--- config.mk ---
export PLATFORM = sky130hd
export DESIGN_NAME = morse_char_sequencer_flat
export DESIGN_NICKNAME = d
export VERILOG_FILES = /design/src/rtl/morse_char_sequencer_if.sv /design/src/rtl/morse_char_sequencer.sv /design/src/flat_wrapper.sv
export SDC_FILE = /design/constraint.sdc
export NUM_CORES = 1
export LEC_CHECK = 0
export CORE_ASPECT_RATIO = 0.5
export CORE_MARGIN = 10
export CORE_UTILIZATION = 25
export DETAILED_ROUTE_END_ITERATION = 10
export PLACE_DENSITY = 0.36
export SLEW_MARGIN = 10
export SYNTH_ARGS = -nofsm -noshare
export SYNTH_HDL_FRONTEND = slang
export SYNTH_SLANG_ARGS = --single-unit
--- constraint.sdc ---
create_clock -name i_Clock -period 9.4 [get_ports i_Clock]
set_clock_uncertainty 0.2 [all_clocks]
set_input_delay 1.41 -clock i_Clock [delete_from_list [all_inputs] [get_ports i_Clock]]
set_output_delay 1.41 -clock i_Clock [all_outputs]
set_load 0.01 [all_outputs]
--- src/rtl/morse_char_sequencer_if.sv ---
// Byte intake, generator handshake and status strobes of the Morse character sequencer.
// The sequencer takes the slave side; whatever drives bytes and answers the generator takes master.
interface morse_char_sequencer_if;
  logic       i_RX_DV;
  logic [7:0] i_RX_Byte;
  logic       i_Done;
  logic       o_Start;
  logic [4:0] o_Morse_Pattern;
  logic [2:0] o_Morse_Length;
  logic       o_Busy;
  logic       o_Overflow;
  logic       o_Bad_Char;

  modport master (
    output i_RX_DV, i_RX_Byte, i_Done,
    input  o_Start, o_Morse_Pattern, o_Morse_Length, o_Busy, o_Overflow, o_Bad_Char
  );

  modport slave (
    input  i_RX_DV, i_RX_Byte, i_Done,
    output o_Start, o_Morse_Pattern, o_Morse_Length, o_Busy, o_Overflow, o_Bad_Char
  );
endinterface

--- src/rtl/morse_char_sequencer.sv ---
// Buffers ASCII bytes, maps each to a Morse dot/dash pattern and paces the signal generator
// one character at a time, inserting character and word silences between them.
module morse_char_sequencer #(
  parameter int UNIT_CYCLES    = 2500000,
  parameter int CHAR_GAP_UNITS = 3,
  parameter int WORD_GAP_UNITS = 7,
  parameter int FIFO_DEPTH     = 16
) (
  input  logic                    i_Clock,
  input  logic                    i_Rst_L,
  morse_char_sequencer_if.slave   bus
);

  localparam int AW           = $clog2(FIFO_DEPTH);
  localparam int CW           = AW + 1;
  localparam int CHAR_GAP_CYC = CHAR_GAP_UNITS * UNIT_CYCLES;
  localparam int WORD_GAP_CYC = WORD_GAP_UNITS * UNIT_CYCLES;
  localparam int GAP_MAX      = (WORD_GAP_CYC > CHAR_GAP_CYC) ? WORD_GAP_CYC : CHAR_GAP_CYC;
  localparam int GW           = $clog2(GAP_MAX + 1);

  typedef enum logic [2:0] {IDLE, LOAD, SEND, WAIT_DONE, GAP} state_t;
  typedef enum logic [1:0] {CK_SYM, CK_SPACE, CK_BAD} char_kind_t;

  typedef struct packed {
    char_kind_t kind;
    logic [2:0] len;
    logic [4:0] pat;
  } code_t;

  function automatic code_t sym(input logic [2:0] l, input logic [4:0] p);
    code_t r;
    r = '{CK_SYM, l, p};
    return r;
  endfunction

  // Pattern bit k is element k (bit 0 sent first), 1 = dash.
  function automatic code_t decode_char(input logic [7:0] c);
    code_t      r;
    logic [7:0] u;
    r = '{CK_BAD, 3'd0, 5'd0};
    u = (c >= 8'h61 && c <= 8'h7a) ? c - 8'h20 : c;
    case (u)
      "A": r = sym(3'd2, 5'b00010);
      "B": r = sym(3'd4, 5'b00001);
      "C": r = sym(3'd4, 5'b00101);
      "D": r = sym(3'd3, 5'b00001);
      "E": r = sym(3'd1, 5'b00000);
      "F": r = sym(3'd4, 5'b00100);
      "G": r = sym(3'd3, 5'b00011);
      "H": r = sym(3'd4, 5'b00000);
      "I": r = sym(3'd2, 5'b00000);
      "J": r = sym(3'd4, 5'b01110);
      "K": r = sym(3'd3, 5'b00101);
      "L": r = sym(3'd4, 5'b00010);
      "M": r = sym(3'd2, 5'b00011);
      "N": r = sym(3'd2, 5'b00001);
      "O": r = sym(3'd3, 5'b00111);
      "P": r = sym(3'd4, 5'b00110);
      "Q": r = sym(3'd4, 5'b01011);
      "R": r = sym(3'd3, 5'b00010);
      "S": r = sym(3'd3, 5'b00000);
      "T": r = sym(3'd1, 5'b00001);
      "U": r = sym(3'd3, 5'b00100);
      "V": r = sym(3'd4, 5'b01000);
      "W": r = sym(3'd3, 5'b00110);
      "X": r = sym(3'd4, 5'b01001);
      "Y": r = sym(3'd4, 5'b01101);
      "Z": r = sym(3'd4, 5'b00011);
      "0": r = sym(3'd5, 5'b11111);
      "1": r = sym(3'd5, 5'b11110);
      "2": r = sym(3'd5, 5'b11100);
      "3": r = sym(3'd5, 5'b11000);
      "4": r = sym(3'd5, 5'b10000);
      "5": r = sym(3'd5, 5'b00000);
      "6": r = sym(3'd5, 5'b00001);
      "7": r = sym(3'd5, 5'b00011);
      "8": r = sym(3'd5, 5'b00111);
      "9": r = sym(3'd5, 5'b01111);
      8'h20: r = '{CK_SPACE, 3'd0, 5'd0};
      default: r = '{CK_BAD, 3'd0, 5'd0};
    endcase
    return r;
  endfunction

  state_t          state, state_nxt;
  logic [7:0]      fifo_mem [FIFO_DEPTH];
  logic [AW-1:0]   wr_ptr, rd_ptr;
  logic [CW-1:0]   count, count_nxt;
  logic            push, pop, overflow_d;
  logic [7:0]      cur_byte;
  code_t           cur_code;
  logic [GW-1:0]   gap_cnt;
  logic            start_d, bad_d, load_sym, load_char_gap, load_word_gap;

  // Fullness is judged on the pre-edge count, so a simultaneous pop never rescues a push at full.
  always_comb begin
    push       = bus.i_RX_DV && (count < CW'(FIFO_DEPTH));
    overflow_d = bus.i_RX_DV && !(count < CW'(FIFO_DEPTH));
    pop        = (state == IDLE) && (count != '0);
    count_nxt  = count + CW'(push) - CW'(pop);
    cur_code   = decode_char(cur_byte);
  end

  always_ff @(posedge i_Clock) begin
    if (push) fifo_mem[wr_ptr] <= bus.i_RX_Byte;
  end

  always_ff @(posedge i_Clock) begin
    if (pop) cur_byte <= fifo_mem[rd_ptr];
  end

  always_ff @(posedge i_Clock or negedge i_Rst_L) begin
    if (!i_Rst_L) begin
      wr_ptr <= '0;
      rd_ptr <= '0;
      count  <= '0;
    end else begin
      if (push) wr_ptr <= wr_ptr + AW'(1);
      if (pop)  rd_ptr <= rd_ptr + AW'(1);
      count <= count_nxt;
    end
  end

  // FSM: state register
  always_ff @(posedge i_Clock or negedge i_Rst_L) begin
    if (!i_Rst_L) state <= IDLE;
    else          state <= state_nxt;
  end

  // FSM: next state
  always_comb begin
    state_nxt = state;
    case (state)
      IDLE:      if (count != '0) state_nxt = LOAD;
      LOAD: begin
        case (cur_code.kind)
          CK_SYM:   state_nxt = SEND;
          CK_SPACE: state_nxt = GAP;
          default:  state_nxt = IDLE;
        endcase
      end
      SEND:      state_nxt = WAIT_DONE;
      WAIT_DONE: if (bus.i_Done) state_nxt = GAP;
      GAP:       if (gap_cnt <= GW'(1)) state_nxt = IDLE;
      default:   state_nxt = IDLE;
    endcase
  end

  // FSM: outputs, registered below so every strobe is a clean one-cycle pulse
  always_comb begin
    start_d       = (state == SEND);
    bad_d         = (state == LOAD) && (cur_code.kind == CK_BAD);
    load_sym      = (state == LOAD) && (cur_code.kind == CK_SYM);
    load_word_gap = (state == LOAD) && (cur_code.kind == CK_SPACE);
    load_char_gap = (state == WAIT_DONE) && bus.i_Done;
  end

  always_ff @(posedge i_Clock or negedge i_Rst_L) begin
    if (!i_Rst_L) begin
      gap_cnt <= '0;
    end else if (load_word_gap) begin
      gap_cnt <= GW'(WORD_GAP_CYC);
    end else if (load_char_gap) begin
      gap_cnt <= GW'(CHAR_GAP_CYC);
    end else if (state == GAP && gap_cnt != '0) begin
      gap_cnt <= gap_cnt - GW'(1);
    end
  end

  // Pattern and length only change in LOAD, so they stay stable through WAIT_DONE.
  always_ff @(posedge i_Clock or negedge i_Rst_L) begin
    if (!i_Rst_L) begin
      bus.o_Start         <= 1'b0;
      bus.o_Morse_Pattern <= '0;
      bus.o_Morse_Length  <= '0;
      bus.o_Busy          <= 1'b0;
      bus.o_Overflow      <= 1'b0;
      bus.o_Bad_Char      <= 1'b0;
    end else begin
      bus.o_Start    <= start_d;
      bus.o_Overflow <= overflow_d;
      bus.o_Bad_Char <= bad_d;
      bus.o_Busy     <= (state_nxt != IDLE) || (count_nxt != '0);
      if (load_sym) begin
        bus.o_Morse_Pattern <= cur_code.pat;
        bus.o_Morse_Length  <= cur_code.len;
      end
    end
  end

endmodule

--- src/flat_wrapper.sv ---
// flat-port wrapper written by rule: the top's interface ports become plain ports
module morse_char_sequencer_flat 
#(
  parameter int UNIT_CYCLES    = 2500000,
  parameter int CHAR_GAP_UNITS = 3,
  parameter int WORD_GAP_UNITS = 7,
  parameter int FIFO_DEPTH     = 16
)
  (i_Clock, i_Rst_L, bus_i_RX_DV, bus_i_RX_Byte, bus_i_Done, bus_o_Start, bus_o_Morse_Pattern, bus_o_Morse_Length, bus_o_Busy, bus_o_Overflow, bus_o_Bad_Char);
  morse_char_sequencer_if bus_i ();
  input  logic i_Clock;
  input  logic i_Rst_L;
  input wire logic [$bits(bus_i.i_RX_DV)-1:0] bus_i_RX_DV;
  input wire logic [$bits(bus_i.i_RX_Byte)-1:0] bus_i_RX_Byte;
  input wire logic [$bits(bus_i.i_Done)-1:0] bus_i_Done;
  output wire logic [$bits(bus_i.o_Start)-1:0] bus_o_Start;
  output wire logic [$bits(bus_i.o_Morse_Pattern)-1:0] bus_o_Morse_Pattern;
  output wire logic [$bits(bus_i.o_Morse_Length)-1:0] bus_o_Morse_Length;
  output wire logic [$bits(bus_i.o_Busy)-1:0] bus_o_Busy;
  output wire logic [$bits(bus_i.o_Overflow)-1:0] bus_o_Overflow;
  output wire logic [$bits(bus_i.o_Bad_Char)-1:0] bus_o_Bad_Char;
  assign bus_i.i_RX_DV = bus_i_RX_DV;
  assign bus_i.i_RX_Byte = bus_i_RX_Byte;
  assign bus_i.i_Done = bus_i_Done;
  assign bus_o_Start = bus_i.o_Start;
  assign bus_o_Morse_Pattern = bus_i.o_Morse_Pattern;
  assign bus_o_Morse_Length = bus_i.o_Morse_Length;
  assign bus_o_Busy = bus_i.o_Busy;
  assign bus_o_Overflow = bus_i.o_Overflow;
  assign bus_o_Bad_Char = bus_i.o_Bad_Char;
  morse_char_sequencer #(.UNIT_CYCLES(UNIT_CYCLES), .CHAR_GAP_UNITS(CHAR_GAP_UNITS), .WORD_GAP_UNITS(WORD_GAP_UNITS), .FIFO_DEPTH(FIFO_DEPTH)) u_core (.i_Clock(i_Clock), .i_Rst_L(i_Rst_L), .bus(bus_i));
endmodule
## After elaboration in Yosys (flattened, before gate mapping)

Memory sizes are Yosys's and may differ from the RTL's. A register that Yosys moved wholly into a read port is not among the register bits.
Index checks and enable logic that the tools add are counted.

- $add $sub $neg: 6
- $lt $le $gt $ge: 4
- Equal/unequal tests: 6
- Muxes and demuxes: 12
- Reduce and logical (&&, ||, !) cells: 18

Operators with widths:

| operator | number |
|---|---|
| 2-to-1 mux 25 bit | 3 |
| <= comparator 25 x 1 -> 1 bit, second input constant | 1 |
| nonzero test 25 bit | 1 |
| subtractor 25 x 1 -> 25 bit, second input constant | 1 |
| one-hot mux 3 bit (5 select lines) | 1 |
| 2-to-1 mux 10 bit | 1 |
| nonzero test 5 bit | 2 |
| logical AND 1 bit | 9 |
| 2-to-1 mux 3 bit | 3 |
| adder 4 x 1 -> 4 bit, second input constant | 2 |
| >= comparator 8 x 7 -> 1 bit, second input constant | 1 |
| <= comparator 8 x 7 -> 1 bit, second input constant | 1 |
| 2-to-1 mux 8 bit | 1 |
| subtractor 8 x 6 -> 8 bit, second input constant | 1 |
| equality test 3 x 2 -> 1 bit, second input constant | 2 |
| one-hot mux 3 bit (2 select lines) | 1 |
| nonzero test 3 bit | 2 |
| adder 5 x 1 -> 5 bit | 1 |
| < comparator 5 bit, second input constant | 1 |
| subtractor 5 x 1 -> 5 bit | 1 |
| equality test 3 x 1 -> 1 bit, second input constant | 1 |
| equality test 3 bit, second input constant | 1 |
| zero test 3 bit | 1 |
| equality test 2 x 1 -> 1 bit, second input constant | 1 |
| other kinds (5) | 6 |

- Bits in registers: 53
- RAM bits: 128
- Memory bits (read-only): 1280
- Bits of input ports: 12
- Output and inout bits: 12
- Logic and storage cells: 59
- Memories: 2

Memories:

| name | depth | bits a word | rd ports | clocked after memory_dff | wr ports | RTL line | RTL |
|---|---|---|---|---|---|---|---|
| (no name shown) | 128 | 10 | 1 | 0 | 0 | morse_char_sequencer.sv:42 | `case (u)` |
| u_core.fifo_mem | 16 | 8 | 1 | 1 | 1 | morse_char_sequencer.sv:86 | `logic [7:0] fifo_mem [FIFO_DEPTH];` |

## Logic depth before layout (Yosys ltp)

An unclocked memory read counts as a cell.

- Depth after elaboration: 10
- Gate-level depth with buffers: 15
- Depth with buffers taken out: 15

## Least setup slack after synthesis

No wires, ideal clock.

- Path type: register to register
- Start: register u_core.count[2]
- End: register u_core.bus.o_Busy
- Setup time: 0.138 ns
- Arrival time: 3.929 ns
- Data required time: 9.062 ns
- Slack: 5.132 ns
- Stages on the path, launching flop included: 16
- Path buffers: 0
- Path through: dfrtp_1 inv_1 ha_1 nor4b_1 nor4_1 ha_1 inv_1 ha_1 inv_1 fa_1 inv_1 a21oi_1 nor2_1 nor2_1 xnor2_1 or4b_1

RTL lines:

| item | RTL line | RTL |
|---|---|---|
| from (decl) | morse_char_sequencer.sv:88 | `logic [CW-1:0] count, count_nxt;` |
| from (signal assigned) | morse_char_sequencer.sv:120 | `count <= count_nxt;` |
| nonzero test 5 bit | morse_char_sequencer.sv:99 | `pop = (state == IDLE) && (count != '0);` |
| logical AND 1 bit | morse_char_sequencer.sv:99 |  |
| named net u_core.pop | morse_char_sequencer.sv:89 | `logic push, pop, overflow_d;` |
| subtractor 5 x 1 -> 5 bit | morse_char_sequencer.sv:100 | `count_nxt = count + CW'(push) - CW'(pop);` |
| named net u_core.count_nxt[4] | morse_char_sequencer.sv:88 |  |
| nonzero test 5 bit | morse_char_sequencer.sv:183 | `bus.o_Busy <= (state_nxt != IDLE) \|\| (count_nxt != '0);` |
| logical OR 1 bit | morse_char_sequencer.sv:183 |  |
| to (signal assigned) | morse_char_sequencer.sv:183 |  |
| to (decl) | morse_char_sequencer_if.sv:21 | `output o_Start, o_Morse_Pattern, o_Morse_Length, o_Busy, o_Overflow, o_Bad_Char` |

The timed path passes the listed nets, and every way through them passes these cells.
A chain may end at the register's enable or synchronous reset.

## Worst setup path after layout

- Start: input port bus_i_RX_DV
- End: register u_core.bus.o_Busy

- Cells in the longest elaborated chain, start to end: 5

Ends and longest elaborated chain:

| item | RTL line | RTL |
|---|---|---|
| from (decl) | flat_wrapper.sv:13 | `input wire logic [$bits(bus_i.i_RX_DV)-1:0] bus_i_RX_DV;` |
| logical AND 1 bit | morse_char_sequencer.sv:97 | `push = bus.i_RX_DV && (count < CW'(FIFO_DEPTH));` |
| adder 5 x 1 -> 5 bit | morse_char_sequencer.sv:100 |  |
| subtractor 5 x 1 -> 5 bit | morse_char_sequencer.sv:100 |  |
| named net u_core.count_nxt[4] | morse_char_sequencer.sv:88 |  |
| nonzero test 5 bit | morse_char_sequencer.sv:183 |  |
| logical OR 1 bit | morse_char_sequencer.sv:183 |  |

The timed path passes the listed nets, and every way through them passes these cells.

==> impl_results.md <==
* Leak at 3.36 nW
* Met3 Resource Use GR at 1.88%
* Delay-heaviest family, CP: simple AND/OR/NAND/NOR gates
* Syn-to-layout area delta at 15.0%
* Critical Path Source Type: input port
* CTS tree: yes
* # Max-Cap Violations at 0
* Fin area at 0.00983 mm²
* Antenna Cells at 0
* Fin nets at 627
* GR Util met2 at 15.9%
* Setup violations, final at 0
* DRT iter0 DRCs at 394
* Hold Crit Class: reg2reg
* Post-Route Utilization at 29.4%
* Status: completed
* Yosys cell types at 58
* Ys Warns at 0
* Core footprint at 0.0334 mm²
* Worst VDD drop at 0.000159 V
* CP required at 9.52 ns
* GPL Wtd Cong at 0.753
* Root Buffer: clkbuf_16
* Post-CTS Setup Bufs at 0
* Worst Setup EP: u_core.bus.o_Busy
* Clock sink count at 189
* Reg2reg start: u_core.count[3]
* Synthesized area at 0.00855 mm²
* Pwr dens at 307 mW/mm²
* Global-route wire length before repair at 31400 µm
* # resized after CTS at 0
* Crit path from: bus_i_RX_DV
* WHS at 0.305 ns
* Clock Latency Late Sink at 0.44 ns
* Width of the chip at 281 µm
* Fin. max-slew vios at 0
* Mean Syn Cell Area at 15.0 µm²
* Max frequency at 0.246 GHz
* Initial antenna violation count at 0
* GRT overflow at 0
* Row cnt at 47
* Antenna viol nets, final at 0
* Flops & latches, synth at 189
* Port bufs at 23
* Clock slew at the register clock pins of the worst setup and hold paths at 0.07 ns
* Die Area at 0.0424 mm²
* Post-place setup slack at 4.84 ns
* Top Usage Layer GRT: met2
* Post-DP Area at 0.00926 mm²
* Slowest cell delay on critical path at 0.63 ns
* Crit-path cells: clkdlybuf4s50_1 > nor2b_1 > ha_1 > inv_1 > fa_1 > inv_1 > a21oi_1 > nor2_1 > nor2_1 > xnor2_1 > or4b_1
* Setup tns final at 0 ns
* Fin crit period at 4.06 ns
* WL per Instance at 19.3 µm
* Flop2flop setup slack at 5.94 ns
* Met1 Resource Use GR at 13.4%
* DRC at 0
* Final setup margin at 5.34 ns
* Worst-Margin Slew at 0.816 ns
* Worst-path fanout max at 10
* Max Buffers Root-to-Sink at 2
* Post-synth EDFFs at 136
* Setup CP Type: in2reg
* Ys async rst share at 28.0%
* FF-to-FF End: u_core.bus.o_Busy
* Vias in the first global route at 4886
* Bufs and invs on worst path at 3
* Headroom to the max-slew limit at 45.6%
* Detailed-placement wirelength estimate at 13300 µm
* Dpl cells at 1015
* Reg2Reg Depth at 16
* Total number of vias at 4738
* Critical path capture point type: register
* Fraction of layout instances using a drive strength above 1 at 14.9%
* Fin cells at 1047
* IO Pins at 24
* Final Power at 3.02 mW
* Post-Synthesis Cells at 569
* Drt total wl at 20200 µm
* Final Hold Vio Count at 0
* Tcrit/Tclk final at 43.2%
* Most used DFF post-synth: edfxtp_1
* H-Tree Depth at 4
* Worst EP arrival at 4.17 ns
* Post-CTS Hold Buffers at 0
* Worst-path cell with the longest stage delay: nor2b_1
* Sequential-to-total area share from yosys stat at 63.3%
* Mapped Nets at 603
* Vias/cell at 4.53
* Drt pass-1 iters at 5
* Hold path depth at 1
* Largest net degree at the start of global routing at 48
* Starting Density at 25.6%
* Critical path depth at 11
* RSZ-0062 raised after global routing: no
* GRT Overall Usage at 10.0%
* CTS buffer count at 17
* Die height at 151 µm
[logic make-up (layout without fill, tap and decap cells)]
kind of cell,count (synthesis),in the layout,share of synthesized area (%)
AO/OA/AOI/OAI,87,87,7.48
XOR/XNOR,28,28,2.87
adder cells (fa/ha/maj),22,22,3.31
buffers and inverters,43,80,2.20
flip-flops,189,189,63.3
multiplexers,49,49,11.7
AND/OR/NAND/NOR,151,151,9.18
[cell usage after synthesis (all sizes together), types with 6 or more instances]
master  count  area [µm²]
edfxtp    136        4080
dfrtp      53        1330
nor2       42         158
mux4       40         901
nand2      22        82.6
ha         21         263
o21ai      20         100
inv        18        67.6
xnor2      18         158
and2       17         106
nand3      17        85.1
a21oi      14        70.1
buf        12        71.3
clkbuf     12        45.0
xor2       10        87.6
nand2b      9        56.3
nor4        9        62.6
nor3        8        40.0
nor2b       7        43.8
a211oi      6        45.0
o311ai      6        70.1
[worst reg2reg max path, stage by stage (launching register included)]
cell	delay [ns]
dfrtp_1	0.40
inv_1	0.08
ha_1	0.13
nor4b_1	0.36
nor4_2	0.07
buf_4	0.21
ha_1	0.30
inv_1	0.06
ha_1	0.15
inv_1	0.05
fa_1	0.40
inv_1	0.07
a21oi_1	0.06
nor2_1	0.10
nor2_1	0.06
xnor2_1	0.13
or4b_1	0.51
[routing by layer]
| layer | wire [µm] | up-vias | share of wire (%) |
|---|---|---|---|
| met5 | 0 | - | 0 |
| met4 | 257 | 0 | 1.3 |
| met3 | 425 | 17 | 2.1 |
| met2 | 9570 | 53 | 47 |
| met1 | 9980 | 2419 | 49 |
| li1 | - | 2249 | - |
[area by class of cell]
cell class	count	area [µm²]
clock buffers	17	425
clock inverters	15	148
fillers	3376	23600
inverters	19	71.3
multi-input cells	337	2960
flip-flops and latches	189	5410
well taps	441	552
repair buffers	29	270
[registers in the layout, summed over array words and instances (netlist names)]
signal / flops
u_core.bus.o_Morse_Length: 3
u_core.bus.o_Start: 1
u_core.wr_ptr: 4
u_core.gap_cnt: 25
u_core.bus.o_Bad_Char: 1
u_core.state: 3
u_core.bus.o_Busy: 1
u_core.fifo_mem: 128
u_core.bus.o_Morse_Pattern: 5
u_core.cur_byte: 8
u_core.count: 5
u_core.rd_ptr: 4
u_core.bus.o_Overflow: 1
[how the worst min path moves through the flow]
| stage | startpoint | end |
|---|---|---|
| final | u_core.bus.o_Morse_Length[1] | u_core.bus.o_Morse_Length[1] |
| after global routing | u_core.bus.o_Morse_Length[1] | u_core.bus.o_Morse_Length[1] |
| after detailed placement | u_core.bus.o_Morse_Length[1] | u_core.bus.o_Morse_Length[1] |
| after global placement | u_core.bus.o_Morse_Length[1] | u_core.bus.o_Morse_Length[1] |
| after floorplan | u_core.gap_cnt[18] | u_core.gap_cnt[18] |
| after CTS | u_core.bus.o_Morse_Length[1] | u_core.bus.o_Morse_Length[1] |
[layout by cell type (no fill, tap or decap), types with 6 or more instances in the layout]
cell | synthesis | layout
a211oi_1 | 6 | 6
a21oi_1 | 14 | 14
and2_1 | 17 | 17
buf_4 | 0 | 6
clkbuf_16 | 0 | 17
clkdlybuf4s50_1 | 0 | 22
dfrtp_1 | 53 | 52
edfxtp_1 | 136 | 136
ha_1 | 21 | 21
inv_1 | 18 | 18
mux4_2 | 40 | 40
nand2_1 | 22 | 22
nand2b_1 | 9 | 9
nand3_1 | 17 | 17
nor2_1 | 42 | 42
nor2b_1 | 7 | 7
nor3_1 | 8 | 8
nor4_1 | 8 | 7
o21ai_0 | 20 | 20
xnor2_1 | 18 | 18
xor2_1 | 10 | 10
[power by group]
group          total, mW  internal (mW)  switching, mW
sequential          1.20           1.05          0.153
clock              0.720          0.374          0.346
combinational       1.10          0.501          0.598
total               3.02           1.93           1.10
Power figures use the tool's default switching activity.
